$ cat config.mk
export PLATFORM = sky130hd
export DESIGN_NAME = icache
export DESIGN_NICKNAME = d
export VERILOG_FILES = /design/src/rtl/icache.sv
export SDC_FILE = /design/constraint.sdc
export NUM_CORES = 1
export LEC_CHECK = 0
export CAP_MARGIN = 0
export CELL_PAD_IN_SITES_DETAIL_PLACEMENT = 1
export CELL_PAD_IN_SITES_GLOBAL_PLACEMENT = 1
export CORE_MARGIN = 4
export CORE_UTILIZATION = 55
export DETAILED_ROUTE_END_ITERATION = 10
export PLACE_DENSITY_LB_ADDON = 0.1
export SLEW_MARGIN = 20
export SYNTH_ARGS = -nofsm -noshare
export SYNTH_HDL_FRONTEND = slang
export SYNTH_SLANG_ARGS = --single-unit
$ cat constraint.sdc
create_clock -name CLK -period 17.7 [get_ports CLK]
set_clock_uncertainty 0.1 [all_clocks]
set_input_delay 3.54 -clock CLK [delete_from_list [all_inputs] [get_ports CLK]]
set_output_delay 3.54 -clock CLK [all_outputs]
set_load 0.01 [all_outputs]
$ cat src/rtl/icache.sv
// Direct-mapped, read-only instruction cache with one word per frame.
// Hits are served combinationally in IDLE. A miss starts a single
// outstanding fill that always completes to the address latched at the
// miss. Hit and miss counters saturate and are kept for the halt dump.
module icache #(
  parameter  int SETS  = 16,
  localparam int IDX_W = $clog2(SETS)
) (
  input  logic        CLK,
  input  logic        nRST,
  // datapath fetch side
  input  logic        imemREN,
  input  logic [31:0] imemaddr,
  output logic        ihit,
  output logic [31:0] imemload,
  input  logic        halt,
  // memory controller instruction port
  output logic        iREN,
  output logic [31:0] iaddr,
  input  logic [31:0] iload,
  input  logic        iwait,
  // performance counters
  output logic [31:0] hit_count,
  output logic [31:0] miss_count
);

  localparam int TAG_W = 30 - IDX_W;

  typedef enum logic {S_IDLE, S_FILL} state_t;

  state_t             r_state, w_next;
  logic [SETS-1:0]    r_valid;
  logic [TAG_W-1:0]   r_tag  [SETS];
  logic [31:0]        r_data [SETS];
  logic [29:0]        r_fill_addr;   // {tag, idx} of the outstanding fill
  logic [31:0]        r_hit_count;
  logic [31:0]        r_miss_count;

  logic [IDX_W-1:0]   w_idx;
  logic [TAG_W-1:0]   w_tag;
  logic [IDX_W-1:0]   w_fill_idx;
  logic [TAG_W-1:0]   w_fill_tag;
  logic               w_hit;
  logic               w_miss_start;
  logic               w_fill_done;
  logic               w_unused_bits;

  assign w_idx      = imemaddr[IDX_W+1:2];
  assign w_tag      = imemaddr[31:IDX_W+2];
  assign w_fill_idx = r_fill_addr[IDX_W-1:0];
  assign w_fill_tag = r_fill_addr[29:IDX_W];

  // Byte offset of the fetch address carries no information for a word cache.
  assign w_unused_bits = ^imemaddr[1:0];

  // Next-state and event decode; hits only in IDLE, fills end on !iwait.
  always_comb begin
    w_next       = r_state;
    w_hit        = 1'b0;
    w_miss_start = 1'b0;
    w_fill_done  = 1'b0;
    case (r_state)
      S_IDLE: begin
        if (nRST && imemREN) begin
          if (r_valid[w_idx] && (r_tag[w_idx] == w_tag)) begin
            w_hit = 1'b1;
          end else if (!halt) begin
            w_miss_start = 1'b1;
            w_next       = S_FILL;
          end
        end
      end
      S_FILL: begin
        if (nRST && !iwait) begin
          w_fill_done = 1'b1;
          w_next      = S_IDLE;
        end
      end
      default: w_next = S_IDLE;
    endcase
  end

  assign ihit       = w_hit;
  assign imemload   = w_hit ? r_data[w_idx] : 32'h0;
  assign iREN       = nRST && (r_state == S_FILL);
  assign iaddr      = iREN ? {r_fill_addr, 2'b00} : 32'h0;
  assign hit_count  = r_hit_count;
  assign miss_count = r_miss_count;

  // Control state: FSM, valid bits, fill address; reset abandons any fill.
  always_ff @(posedge CLK) begin
    if (!nRST) begin
      r_state     <= S_IDLE;
      r_valid     <= '0;
      r_fill_addr <= '0;
    end else begin
      r_state <= w_next;
      if (w_miss_start) begin
        r_fill_addr <= {w_tag, w_idx};
      end
      if (w_fill_done) begin
        r_valid[w_fill_idx] <= 1'b1;
      end
    end
  end

  // Tag and data store; fill_done is already qualified by nRST.
  always_ff @(posedge CLK) begin
    if (w_fill_done) begin
      r_tag[w_fill_idx]  <= w_fill_tag;
      r_data[w_fill_idx] <= iload;
    end
  end

  // Saturating hit/miss counters: a miss counts when its fill starts.
  always_ff @(posedge CLK) begin
    if (!nRST) begin
      r_hit_count  <= '0;
      r_miss_count <= '0;
    end else begin
      if (w_hit && (r_hit_count != 32'hFFFF_FFFF)) begin
        r_hit_count <= r_hit_count + 32'd1;
      end
      if (w_miss_start && (r_miss_count != 32'hFFFF_FFFF)) begin
        r_miss_count <= r_miss_count + 32'd1;
      end
    end
  end

endmodule

==> out/metrics.cfg <==
[status]
status = finished clean

[route]
vias = 22700
drt-total-wl_mm = 107
drtAntennaViolNets = 0
drt-initial-drc-count = 2254
vias_per_cell = 6.45
drc_errors = 0
routedWlPerCell_um = 30.5
drt_pass1_iterations = 5

[cells_and_area]
area_growth_pct = 15.6
multiInputGateArea_sq_mm = 0.0108
drive_above_1_share_pct = 19.1
fill_cells = 6272
finalNonFillerCells = 3518
final_net_count = 2528
finish.utilization_pct = 64.3
seq_area_sq_mm = 0.0301
post-route-cell-area_sq_mm = 0.0480

[global_route]
grt_max_degree = 127
track_usage_pct = 27.2
grt_pass1_wl_mm = 160
grt_overflow = 0
antenna_found_initial = 3
grt_pass1_vias = 24100

[sta]
period_minus_slack_ns = 12.55
tightest_slew_ns = 1.13
maxSlewViolCount = 0
hold_viol_final = 0
slew_headroom_pct = 24.7
max_freq_mhz = 79.7
final-setup-viol-count = 0
min_period_over_period_pct = 70.9
fin_ws_ns = 5.15
whs_ns = 0.382
setup_tns_ns = 0
rsz0062_at_grt = false

[clock_network]
hold_buffers = 0
cts.sinks = 1039
cts_made_buffers = 105
cts_root_buf = clkbuf_16
cts_tree = built
clkTransAtPathRegs_ns = 0.06
cts_resized = 0
clk_latency_ns = 0.65
htreeDepth = 3
cts_setup_buffers = 0
clockBufferDepth = 3

[setup_path]
ff2ff_path_depth = 11
timing.rr.start = r_tag[12][2]
crit_type = in -> out
r2r_slack_ns = 13.34
arrival_ns = 8.91
r2r_end = r_fill_addr[21]
critPathRequiredTime_ns = 14.06
end_kind = output pin
crit_fanout = 72
start_kind = primary input

[pwr]
ir_drop_mv = 0.0809
total_power_mw = 5.11
powerDensity_mw_per_mm2 = 107
leakagePower_nw = 15.3

[synth]
async_flop_share_pct = 0
ys_warn_count = 0
netlist_instances = 2236
ys.flop_type = edfxtp_1
synth_edf_count = 928
ys_seq_area_share_pct = 72.5
synth_seq_cells = 1039
synth.distinct_cells = 65
syn_area_per_cell_sq_um = 18.6
synth_area_sq_mm = 0.0415

[floorplanning]
dieWidth_um = 283
ioPinCount = 199
coreArea_sq_mm = 0.0746
rows = 100
initial_utilization_pct = 55.7
die_h_um = 283
dieArea_sq_mm = 0.0799

[placement]
post_dp_cell_area_sq_mm = 0.0445
dp.cells = 3319
port_buffers = 194
place_congestion = 0.802
place_ws_ns = 5.15
dpl.hpwl_mm = 58.5

[min_path]
hp-class = reg -> reg
holdPathStages = 2
hold_start = r_valid[11]
worstHoldEndpoint = r_valid[11]

[run]
drv_cap = 0

-- worst max-delay path by stage --
stage	cells after the start	start	to	slack [ns]
after floorplan	8	imemaddr[2]	imemload[11]	7.71
after global placement	14	imemaddr[2]	imemload[24]	5.27
after detailed placement	14	imemaddr[2]	imemload[27]	5.15
after CTS	14	imemaddr[2]	imemload[27]	5.16
after global routing	14	imemaddr[2]	imemload[27]	4.80
final	14	imemaddr[2]	imemload[27]	5.15
-- final cells by class --
| cell class | instances | share of cell area, % |
|---|---|---|
| clock inverter | 61 | 1.29 |
| sequential | 1039 | 62.7 |
| clock buffer | 136 | 5.85 |
| antenna | 2 | 0.0104 |
| inverter | 41 | 0.326 |
| tap | 969 | 2.53 |
| multi-input combinational | 1034 | 22.5 |
| timing repair buffer | 236 | 4.73 |
-- worst max-delay path, stage by stage --
cell and delay [ns]:
buf_8 0.59, buf_4 0.74, mux4_2 0.58, mux2i_1 0.17
mux2i_1 0.13, xnor2_1 0.56, nand3_1 0.21, nor4b_1 0.32
nand4_1 0.20, buf_4 0.34, clkinv_1 0.12, buf_4 0.37
and2_1 0.22, clkdlybuf4s50_1 0.56
-- cell families after synthesis --
| logic type | after synthesis | synth area share [%] |
|---|---|---|
| AND/OR/NAND/NOR | 448 | 5.83 |
| adder cells (fa/ha/maj) | 2 | 0.0603 |
| buffers and inverters | 164 | 1.72 |
| AO/OA/AOI/OAI | 166 | 2.73 |
| multiplexers | 371 | 16.2 |
| flip-flops | 1039 | 72.5 |
| other | 1 | 0.00904 |
| XOR/XNOR | 45 | 0.950 |
-- cells in the mapped netlist, drive strengths merged (4+ instances only) --
master	number	area, sq um
edfxtp	928	27900
mux4	238	5360
dfxtp	111	2220
mux2i	110	1100
nand2	100	375
nor2	68	255
buf	66	338
clkbuf	57	224
a21oi	51	255
xnor2	45	394
and3	44	275
nand3	44	220
and2	40	250
inv	40	150
o31ai	34	255
or4	34	259
mux2	23	259
nand2b	23	144
nor3	20	100
nor4	15	106
nand4	14	87.6
o21ai	12	60.1
and4	9	78.8
nor2b	9	56.3
o22ai	8	50.1
or3	8	50.1
a22oi	7	52.6
a221oi	6	52.6
nor4b	6	58.8
o21a	6	45.0
o211ai	5	37.5
a2111oi	4	41.3
nor3b	4	30.0
o31a	4	35.0
or2	4	25.0
-- cell usage in the layout, fill, tap and decap left out, types with 26 or more instances in the layout --
cell	count
edfxtp_1	928
mux4_2	238
clkdlybuf4s50_1	189
dfxtp_1	111
mux2i_1	110
clkbuf_16	106
nand2_1	100
nor2_1	59
a21oi_1	51
xnor2_1	45
and3_1	44
nand3_1	44
buf_4	43
and2_1	40
inv_1	37
o31ai_1	34
or4_1	33
clkbuf_1	26
-- power breakdown --
part | leakage (nW) | switching, mW | internal [mW]
Clock | 1.67 | 0.920 | 1.28
Combinational | 4.59 | 0.123 | 0.0954
Sequential | 9.03 | 0.0186 | 2.67
Total | 15.3 | 1.06 | 4.05
-- layer usage --
| metal | share of wire, % | GRT usage (%) | vias up |
|---|---|---|---|
| met4 | 2.1 | 6.83 | 2 |
| met5 | 0.012 | 0 | - |
| met2 | 51 | 46.0 | 976 |
| met1 | 40 | 38.0 | 12000 |
| li1 | - | - | 9535 |
| met3 | 6.8 | 4.16 | 149 |
-- flip-flops by register name (all words and copies together), names as in the netlist --
name         cells
r_data         512
r_tag          416
r_fill_addr     30
miss_count      32
r_valid         16
hit_count       32
r_state          1
No activity file was read; power rests on OpenSTA's default activity.
